**config.mk**
```make
export PLATFORM = sky130hd
export DESIGN_NAME = ttt_move_engine
export DESIGN_NICKNAME = d
export VERILOG_FILES = /design/src/rtl/ttt_pkg.sv /design/src/rtl/ttt_board.sv /design/src/rtl/ttt_move_engine.sv
export SDC_FILE = /design/constraint.sdc
export NUM_CORES = 1
export LEC_CHECK = 0
export CAP_MARGIN = 15
export CORE_MARGIN = 4
export CORE_UTILIZATION = 55
export CTS_CLUSTER_DIAMETER = 200
export DETAILED_ROUTE_END_ITERATION = 16
export GPL_TIMING_DRIVEN = 1
export MAX_ROUTING_LAYER = met4
export PLACE_DENSITY = 0.74
export SLEW_MARGIN = 25
export SYNTH_ARGS = -nofsm -noshare
export SYNTH_HDL_FRONTEND = slang
export SYNTH_SLANG_ARGS = --single-unit
```
**constraint.sdc**
```tcl
create_clock -name clk -period 7.7 [get_ports clk]
set_input_delay 1.54 -clock clk [delete_from_list [all_inputs] [get_ports clk]]
set_output_delay 1.54 -clock clk [all_outputs]
set_load 0.01 [all_outputs]
```
**src/rtl/ttt_pkg.sv**
```systemverilog
`default_nettype none
// ============================================================================
// Package  : ttt_pkg
// Summary  : Shared types and direction tables for the tic-tac-toe move engine.
// Revision : 1.0
// ============================================================================
package ttt_pkg;

    typedef enum logic [1:0] {
        EMPTY = 2'd0,
        X     = 2'd1,
        O     = 2'd2
    } cell_t;

    typedef enum logic [2:0] {
        RES_OK           = 3'd0,
        RES_WIN          = 3'd1,
        RES_DRAW         = 3'd2,
        RES_ILL_OCCUPIED = 3'd3,
        RES_ILL_RANGE    = 3'd4,
        RES_ILL_TURN     = 3'd5,
        RES_ILL_OVER     = 3'd6
    } res_code_t;

    typedef enum logic [2:0] {
        IDLE   = 3'd0,
        CHECK  = 3'd1,
        FWD    = 3'd2,
        BWD    = 3'd3,
        NEXT   = 3'd4,
        REPORT = 3'd5
    } state_t;

    // Two-bit signed deltas packed dir3..dir0: (0,+1) (+1,0) (+1,+1) (+1,-1)
    localparam logic [7:0] c_DIR_DR = 8'b01_01_01_00;
    localparam logic [7:0] c_DIR_DC = 8'b11_01_00_01;

    function automatic logic signed [1:0] dir_dr(input logic [1:0] dir);
        return $signed(c_DIR_DR[{dir, 1'b0} +: 2]);
    endfunction

    function automatic logic signed [1:0] dir_dc(input logic [1:0] dir);
        return $signed(c_DIR_DC[{dir, 1'b0} +: 2]);
    endfunction

    function automatic cell_t player_cell(input logic player);
        return player ? O : X;
    endfunction

endpackage
`default_nettype wire

```
**src/rtl/ttt_board.sv**
```systemverilog
`default_nettype none
// ============================================================================
// Module   : ttt_board
// Summary  : N x N cell store, one synchronous write port, two async reads.
// Revision : 1.0
// ============================================================================
module ttt_board
    import ttt_pkg::*;
#(
    parameter int N  = 3,
    parameter int RW = $clog2(N)
) (
    input  logic          clk,
    input  logic          rst,
    input  logic          i_clear,
    input  logic          i_we,
    input  logic [RW-1:0] i_wr_row,
    input  logic [RW-1:0] i_wr_col,
    input  cell_t         i_wr_data,
    input  logic [RW-1:0] i_wk_row,
    input  logic [RW-1:0] i_wk_col,
    output cell_t         o_wk_cell,
    input  logic [RW-1:0] i_rd_row,
    input  logic [RW-1:0] i_rd_col,
    output cell_t         o_rd_cell
);

    localparam int          c_CELLS = N * N;
    localparam int          c_AW    = $clog2(c_CELLS);
    localparam logic [RW:0] c_N     = (RW+1)'(N);

    cell_t r_cells [c_CELLS];

    function automatic logic [c_AW-1:0] cell_idx(input logic [RW-1:0] row, input logic [RW-1:0] col);
        return c_AW'(row) * c_AW'(N) + c_AW'(col);
    endfunction

    function automatic logic in_range(input logic [RW-1:0] row, input logic [RW-1:0] col);
        return ({1'b0, row} < c_N) && ({1'b0, col} < c_N);
    endfunction

    always_ff @(posedge clk) begin
        if (rst || i_clear) begin
            for (int i = 0; i < c_CELLS; i++) begin
                r_cells[i] <= EMPTY;
            end
        end else if (i_we) begin
            r_cells[cell_idx(i_wr_row, i_wr_col)] <= i_wr_data;
        end
    end

    assign o_wk_cell = in_range(i_wk_row, i_wk_col) ? r_cells[cell_idx(i_wk_row, i_wk_col)] : EMPTY;
    assign o_rd_cell = in_range(i_rd_row, i_rd_col) ? r_cells[cell_idx(i_rd_row, i_rd_col)] : EMPTY;

endmodule
`default_nettype wire

```
**src/rtl/ttt_move_engine.sv**
```systemverilog
`default_nettype none
// ============================================================================
// Module   : ttt_move_engine
// Summary  : N x N, K-in-a-row move validator; walks the four lines through
//            each placed cell one step per clock and reports the outcome.
// Revision : 1.0
// ============================================================================
module ttt_move_engine #(
    parameter int N  = 3,
    parameter int K  = 3,
    parameter int RW = $clog2(N)
) (
    input  logic          clk,
    input  logic          rst,
    input  logic          new_game,
    input  logic          mv_valid,
    output logic          mv_ready,
    input  logic          mv_player,
    input  logic [RW-1:0] mv_row,
    input  logic [RW-1:0] mv_col,
    output logic          res_valid,
    output logic [2:0]    res_code,
    output logic          res_player,
    output logic          turn,
    output logic          game_over,
    input  logic [RW-1:0] rd_row,
    input  logic [RW-1:0] rd_col,
    output logic [1:0]    rd_cell
);
    import ttt_pkg::*;

    localparam logic [RW:0] c_N     = (RW+1)'(N);
    localparam logic [4:0]  c_K     = 5'(K);
    localparam logic [7:0]  c_CELLS = 8'(N * N);

    state_t                r_state;
    logic [RW-1:0]         r_row, r_col;
    logic                  r_player;
    logic signed [RW:0]    r_wr, r_wc;
    logic [1:0]            r_dir;
    logic [4:0]            r_run;
    logic [7:0]            r_moves;
    res_code_t             r_code;
    logic                  r_turn, r_over;
    logic                  r_res_valid, r_res_player;
    logic [2:0]            r_res_code;

    logic signed [RW:0]    w_dr, w_dc, w_nr, w_nc;
    logic signed [RW:0]    w_home_r, w_home_c;
    logic                  w_n_in, w_match, w_we;
    logic [RW-1:0]         w_wk_row, w_wk_col;
    cell_t                 w_wk_cell, w_rd_cell;
    res_code_t             w_check_code;

    assign w_dr     = (RW+1)'(dir_dr(r_dir));
    assign w_dc     = (RW+1)'(dir_dc(r_dir));
    assign w_nr     = (r_state == BWD) ? r_wr - w_dr : r_wr + w_dr;
    assign w_nc     = (r_state == BWD) ? r_wc - w_dc : r_wc + w_dc;
    assign w_home_r = $signed({1'b0, r_row});
    assign w_home_c = $signed({1'b0, r_col});

    // Negative coordinates show up as a set sign bit; no wrap-around onto the board.
    assign w_n_in   = !w_nr[RW] && !w_nc[RW] && ($unsigned(w_nr) < c_N) && ($unsigned(w_nc) < c_N);
    assign w_match  = w_n_in && (w_wk_cell == player_cell(r_player));

    // The walk port doubles as the occupancy probe while in CHECK.
    assign w_wk_row = (r_state == CHECK) ? r_row : w_nr[RW-1:0];
    assign w_wk_col = (r_state == CHECK) ? r_col : w_nc[RW-1:0];

    always_comb begin
        w_check_code = RES_OK;
        if (r_over) begin
            w_check_code = RES_ILL_OVER;
        end else if (({1'b0, r_row} >= c_N) || ({1'b0, r_col} >= c_N)) begin
            w_check_code = RES_ILL_RANGE;
        end else if (r_player != r_turn) begin
            w_check_code = RES_ILL_TURN;
        end else if (w_wk_cell != EMPTY) begin
            w_check_code = RES_ILL_OCCUPIED;
        end
    end

    assign w_we = (r_state == CHECK) && (w_check_code == RES_OK);

    ttt_board #(
        .N  (N),
        .RW (RW)
    ) u_board (
        .clk       (clk),
        .rst       (rst),
        .i_clear   (new_game),
        .i_we      (w_we),
        .i_wr_row  (r_row),
        .i_wr_col  (r_col),
        .i_wr_data (player_cell(r_player)),
        .i_wk_row  (w_wk_row),
        .i_wk_col  (w_wk_col),
        .o_wk_cell (w_wk_cell),
        .i_rd_row  (rd_row),
        .i_rd_col  (rd_col),
        .o_rd_cell (w_rd_cell)
    );

    always_ff @(posedge clk) begin
        if (rst || new_game) begin
            r_state      <= IDLE;
            r_row        <= '0;
            r_col        <= '0;
            r_player     <= 1'b0;
            r_wr         <= '0;
            r_wc         <= '0;
            r_dir        <= 2'd0;
            r_run        <= 5'd0;
            r_moves      <= 8'd0;
            r_code       <= RES_OK;
            r_turn       <= 1'b0;
            r_over       <= 1'b0;
            r_res_valid  <= 1'b0;
            r_res_code   <= 3'd0;
            r_res_player <= 1'b0;
        end else begin
            r_res_valid <= 1'b0;
            case (r_state)
                IDLE: begin
                    if (mv_valid) begin
                        r_row    <= mv_row;
                        r_col    <= mv_col;
                        r_player <= mv_player;
                        r_state  <= CHECK;
                    end
                end
                CHECK: begin
                    if (w_check_code != RES_OK) begin
                        r_code  <= w_check_code;
                        r_state <= REPORT;
                    end else begin
                        r_moves <= r_moves + 8'd1;
                        r_wr    <= w_home_r;
                        r_wc    <= w_home_c;
                        r_dir   <= 2'd0;
                        r_run   <= 5'd1;
                        r_state <= FWD;
                    end
                end
                // Leave a walk as soon as the run reaches K, so a win skips the rest.
                FWD: begin
                    if (w_match) begin
                        r_run <= r_run + 5'd1;
                        r_wr  <= w_nr;
                        r_wc  <= w_nc;
                        if (r_run + 5'd1 >= c_K) begin
                            r_state <= NEXT;
                        end
                    end else begin
                        r_wr    <= w_home_r;
                        r_wc    <= w_home_c;
                        r_state <= BWD;
                    end
                end
                BWD: begin
                    if (w_match) begin
                        r_run <= r_run + 5'd1;
                        r_wr  <= w_nr;
                        r_wc  <= w_nc;
                        if (r_run + 5'd1 >= c_K) begin
                            r_state <= NEXT;
                        end
                    end else begin
                        r_state <= NEXT;
                    end
                end
                NEXT: begin
                    if (r_run >= c_K) begin
                        r_code  <= RES_WIN;
                        r_state <= REPORT;
                    end else if (r_dir == 2'd3) begin
                        r_code  <= (r_moves == c_CELLS) ? RES_DRAW : RES_OK;
                        r_state <= REPORT;
                    end else begin
                        r_dir   <= r_dir + 2'd1;
                        r_run   <= 5'd1;
                        r_wr    <= w_home_r;
                        r_wc    <= w_home_c;
                        r_state <= FWD;
                    end
                end
                REPORT: begin
                    r_res_valid  <= 1'b1;
                    r_res_code   <= r_code;
                    r_res_player <= r_player;
                    if (r_code == RES_OK) begin
                        r_turn <= ~r_turn;
                    end else if ((r_code == RES_WIN) || (r_code == RES_DRAW)) begin
                        r_over <= 1'b1;
                    end
                    r_state <= IDLE;
                end
                default: r_state <= IDLE;
            endcase
        end
    end

    assign mv_ready   = (r_state == IDLE);
    assign res_valid  = r_res_valid;
    assign res_code   = r_res_code;
    assign res_player = r_res_player;
    assign turn       = r_turn;
    assign game_over  = r_over;
    assign rd_cell    = w_rd_cell;

endmodule
`default_nettype wire

```
## Word level (Yosys, flattened, before mapping)

Memories as Yosys holds them, arrays and structs flattened.
Index checks and enable logic that the tools add are counted.

| word-level totals | value |
|---|---|
| logic and storage cells | 147 |
| bits in registers | 39 |
| bits of input ports | 13 |
| latch bits | 0 |
| memory bits (writable) | 18 |
| memory bits (read-only) | 0 |
| output and inout port bits | 10 |
| memories kept | 1 |

Memory list:

| name | words | width | rd ports | clocked after memory_dff | wr ports | line | text |
|---|---|---|---|---|---|---|---|
| u_board.r_cells | 9 | 2 | 2 | 0 | 9 | ttt_board.sv:32 | `cell_t r_cells [c_CELLS];` |

| cells by class | value |
|---|---|
| divide/modulo/power cells | 0 |
| add/sub/neg operators | 10 |
| bitwise gates (word level) | 3 |
| order comparisons | 10 |
| reductions and logical operators | 30 |
| eq/ne operators | 19 |
| shift-type cells | 2 |
| multiplexer cells | 54 |
| multipliers | 3 |

Operators with widths:

| kind | count |
|---|---|
| 2-to-1 mux 3 bit | 25 |
| one-hot mux 3 bit (4 select lines) | 2 |
| 2-to-1 mux 2 bit | 11 |
| 2-to-1 mux 5 bit | 4 |
| variable part select 8 x 4 -> 2 bit (first input constant) | 2 |
| one-hot mux 3 bit (5 select lines) | 1 |
| one-hot mux 5 bit (3 select lines) | 1 |
| adder 4 x 2 -> 4 bit | 3 |
| multiplier 2 x 2 -> 4 bit (second input constant) | 3 |
| greater-or-equal comparator 5 x 2 -> 1 bit (second input constant) | 2 |
| inequality test 2 bit (second input constant) | 5 |
| AND reduction 5 bit | 2 |
| equality test 3 x 2 -> 1 bit (second input constant) | 3 |
| logical NOT 3 bit | 3 |
| adder 8 x 1 -> 8 bit (second input constant) | 1 |
| equality test 8 x 4 -> 1 bit (second input constant) | 1 |
| < comparator 2 bit (second input constant) | 4 |
| logical AND 1 bit | 7 |
| 2-to-1 mux 1 bit | 7 |
| adder 3 x 2 -> 3 bit | 2 |
| equality test 3 x 1 -> 1 bit (second input constant) | 2 |
| equality test 3 bit (second input constant) | 2 |
| < comparator 3 x 2 -> 1 bit (second input constant) | 2 |
| one-hot mux 3 bit (2 select lines) | 1 |
| other kinds (21) | 35 |

## Longest topological paths before layout

An unclocked memory read counts as a cell.

| depth | value |
|---|---|
| depth after elaboration | 20 |
| mapped depth | 21 |
| depth with buffers taken out | 19 |

## Cells and area by module

Synthesis repeated with hierarchy kept, for this count alone.

| second synthesis, totals | value |
|---|---|
| cells, all modules | 468 |
| area total of the unflattened synthesis | 4,435.5 µm² |

Modules (own cells, without submodules):

| module | seq. area each (µm²) | cells each | area each (µm²) | instances |
|---|---|---|---|---|
| ttt_move_engine | 780.7 | 284 | 2,248.4 | 1 |
| ttt_board | 960.9 | 184 | 2,187.1 | 1 |

## Worst setup path before layout

OpenSTA, ideal clock, no wires.

| path | value |
|---|---|
| path kind | register -> register |
| from | register r_dir[0] |
| to | memory u_board.r_cells[0][0] in the netlist's numbering (enable) |
| required time | 7.386 ns |
| path buffers | 2 |
| setup time | 0.314 ns |
| slack | 2.653 ns |
| clock period less this slack | 5.047 ns |
| stages on the path, launching flop included | 21 |
| data arrival time | 4.734 ns |
| cells stage by stage | dfxtp_1 inv_1 ha_1 inv_1 ha_1 inv_1 fa_1 nand2_1 o21ai_0 fa_1 ha_1 inv_1 fa_1 clkbuf_2 mux4_2 mux2i_2 a2111oi_2 nor4_4 or4b_1 buf_4 o21ai_1 |

RTL lines:

| item | line | text |
|---|---|---|
| start: declaration | ttt_move_engine.sv:40 | `logic [1:0] r_dir;` |
| start signal: assignment | ttt_move_engine.sv:180 | `r_dir <= r_dir + 2'd1;` |
| end: declaration | ttt_board.sv:32 |  |

==> impl_metrics.json <==
{
  "finalSetupTns_ps": 0,
  "slew_viol_final": 0,
  "timing.fmax_mhz": 162,
  "yosys.area.top_type_share": 0.218,
  "grt_overflow": 0,
  "rr_worst_depth": 15,
  "wl_um": 9960,
  "reg2reg_to": "u_board.r_cells[0][0]$_SDFFCE_PN0P_",
  "fin_crit_ps": 6180,
  "htreeDepth": 3,
  "synth_flop_cell": "dfxtp_1",
  "drtPass1Iterations": 5,
  "arrival_ps": 6220,
  "grt_max_degree": 31,
  "vdd_drop_max_mv": 0.101,
  "cts_tree": "done",
  "cpMaxStageDelayCell": "nor4_4",
  "rows": 32,
  "via_per_inst": 6.08,
  "hold_path.class": "flop to flop",
  "cp_common_cell": "fa_1",
  "antenna_found_initial": 0,
  "top_usage_layer": "met2",
  "rsz0062_at_grt": "no",
  "clock_path_buffers": 2,
  "final_hold_viol_count": 0,
  "whs_ps": 480,
  "ys_seq_elements": 71,
  "core_mm2": 0.00777,
  "cts_resized": 0,
  "grt_usage": 0.224,
  "post_drt_wl_per_cell_um": 18.4,
  "outcome": "finished, final reports clean",
  "postSynthAreaPerCell_um2": 10.3,
  "reg2reg_from": "r_state[0]$_SDFFE_PP0P_",
  "layout_commonest_cell": "nor2_1",
  "drc": 0,
  "cts_setup_buffers": 0,
  "worstHoldStart": "r_wr[2]$_SDFFE_PP0P_",
  "holdBufCountCts": 0,
  "ys_seq_area_frac": 0.394,
  "leakage_nw": 1.73,
  "start_util": 0.569,
  "n_fill_cell": 643,
  "setup_viol": 0,
  "dp_hpwl_um": 7450,
  "pin_count": 23,
  "nets": 475,
  "diodes": 0,
  "cts_made_buffers": 9,
  "netlist_area_mm2": 0.00442,
  "synth-edff-count": 32,
  "hold_path_depth": 1,
  "drtIter0Drc": 224,
  "io_buffer_count": 22,
  "critical_path_required_ps": 7740,
  "fin_crit_sh": 0.803,
  "syn_nets": 467,
  "layout-drive-gt1-share": 0.136,
  "grtUsageMet1": 0.301,
  "max_cap_viol_count": 0,
  "use_met3": 0.0517,
  "mostFrequentLayoutCells": "58 x nor2_1, 39 x dfxtp_1, 32 x edfxtp_1",
  "maxSlewHeadroom": 0.358,
  "grt_pass1_wl_um": 16700,
  "hold_end": "r_wr[2]$_SDFFE_PP0P_",
  "grt_pass1_vias": 3293,
  "drtAntennaViolNets": 0,
  "clkTransAtPathRegs_ps": 80,
  "async_reset_ff_frac": 0,
  "cts.sinks": 71,
  "yosysTopAreaCell": "edfxtp_1",
  "cp-start-kind": "flop",
  "worstPathMaxFanout": 15,
  "cpPeakStageDelay_ps": 750,
  "powerDensity_mw_per_mm2": 194,
  "ys_warn_count": 0,
  "synthCells": 427,
  "die_x_um": 97.6,
  "worst_slew_pin_slew_ps": 963,
  "ys_types": 60,
  "die_area_mm2": 0.00953,
  "met2_usage": 0.346,
  "place_congestion": 0.956,
  "syn_to_final_growth_pct": 9.83,
  "skew_ps": 13.8,
  "crit_chain": "nand3b_1, nand2_1, fa_1, nand2_1, o21ai_0, fa_1, ha_1, inv_1, fa_1, mux4_2, mux2i_2, a2111oi_2, nor4_4, or4b_1, o21ai_1",
  "die_h_um": 97.6,
  "path_class": "flop to flop",
  "cts-root-buf": "clkbuf_8",
  "clk_latency_ps": 340,
  "num_vias": 3297,
  "endpoint_kind": "flop",
  "rrSetupSlack_ps": 1520,
  "synth.top_cells.by_area": "edfxtp_1 22%, dfxtp_1 18%, mux4_2 10%"
}
report_power, final:
part | leakage, nW | total (mW) | internal, mW | switching (mW)
clock | 0.107 | 0.307 | 0.160 | 0.147
combinational | 0.987 | 0.226 | 0.102 | 0.124
sequential | 0.640 | 0.410 | 0.400 | 0.0102
total | 1.73 | 0.943 | 0.662 | 0.281
area by class of cell:
| type | count | area [um^2] | area share |
|---|---|---|---|
| Multi-Input combinational cell | 305 | 2450 | 0.506 |
| Sequential cell | 71 | 1740 | 0.359 |
| Timing Repair Buffer | 23 | 228 | 0.0469 |
| Clock buffer | 10 | 138 | 0.0284 |
| Tap cell | 102 | 128 | 0.0263 |
| Inverter | 25 | 93.8 | 0.0193 |
| Clock inverter | 6 | 67.6 | 0.0139 |
worst max-delay path by stage:
stage / from / endpoint / slack (ps) / cells past startpoint
2_1_floorplan: r_dir[0]$_SDFFE_PP0P_ / u_board.r_cells[0][0]$_SDFFCE_PN0P_ / 2650 / 20
3_3_place_gp: rd_row[0] / rd_cell[1] / 1730 / 8
3_5_place_dp: r_state[0]$_SDFFE_PP0P_ / u_board.r_cells[0][0]$_SDFFCE_PN0P_ / 1540 / 15
4_1_cts: r_state[0]$_SDFFE_PP0P_ / u_board.r_cells[0][0]$_SDFFCE_PN0P_ / 1510 / 15
5_1_grt: r_state[0]$_SDFFE_PP0P_ / u_board.r_cells[0][0]$_SDFFCE_PN0P_ / 1110 / 15
6_report: r_state[0]$_SDFFE_PP0P_ / u_board.r_cells[0][0]$_SDFFCE_PN0P_ / 1520 / 15
layer usage:
layer	share of wire	wire [um]
met5	0	0
met2	0.47	4670
met3	0.066	660
met4	0.017	174
met1	0.45	4460
Yosys cell counts (all sizes together) (6+ instances only):
library cell,instances
a21oi,23
xnor2,6
edfxtp,32
dfxtp,39
mux4,20
buf,11
nor2b,8
nand2b,6
nand3,9
fa,8
o21ai,19
clkbuf,15
nor3,22
mux2i,12
inv,24
xor2,7
nand4,8
and3,6
ha,19
nor2,58
nand2,17
a31oi,6
critical path: cells and delay by family, from the launching register on:
family | cells | cell delay (ps)
flip-flops | 1 | 570
adder cells (fa/ha/maj) | 4 | 1890
multiplexers | 2 | 670
AND/OR/NAND/NOR | 5 | 2070
AO/OA/AOI/OAI | 3 | 640
buffers and inverters | 1 | 50
cell families after synthesis:
family,share of synthesized area
simple gates,0.193
fa+ha+maj,0.0901
mux,0.141
buf+inv,0.0499
xor+xnor,0.0258
flops,0.394
compound gates,0.105
stage by stage:
stage | setup slack (ps) | total power [mW] | utilization | cells | area, um^2
2_1_floorplan | 2650 | 0.594 | - | 427 | 4420
3_3_place_gp | 1730 | 0.635 | 0.598 | 526 | 4650
3_5_place_dp | 1540 | 0.641 | 0.598 | 526 | 4650
4_1_cts | 1510 | 0.947 | 0.625 | 542 | 4850
5_1_grt | 1110 | 0.989 | 0.625 | 542 | 4850
6_report | 1520 | 0.943 | 0.625 | 542 | 4850
sequential cells by signal, indices dropped and copies added (netlist names):
name / flops
game_over: 1
r_code: 3
r_col: 2
r_dir: 2
r_moves: 8
r_player: 1
r_row: 2
r_run: 5
r_state: 3
r_wc: 3
r_wr: 3
res_code: 3
res_player: 1
res_valid: 1
turn: 1
u_board.r_cells: 32
(Power assumes the default switching activity.)
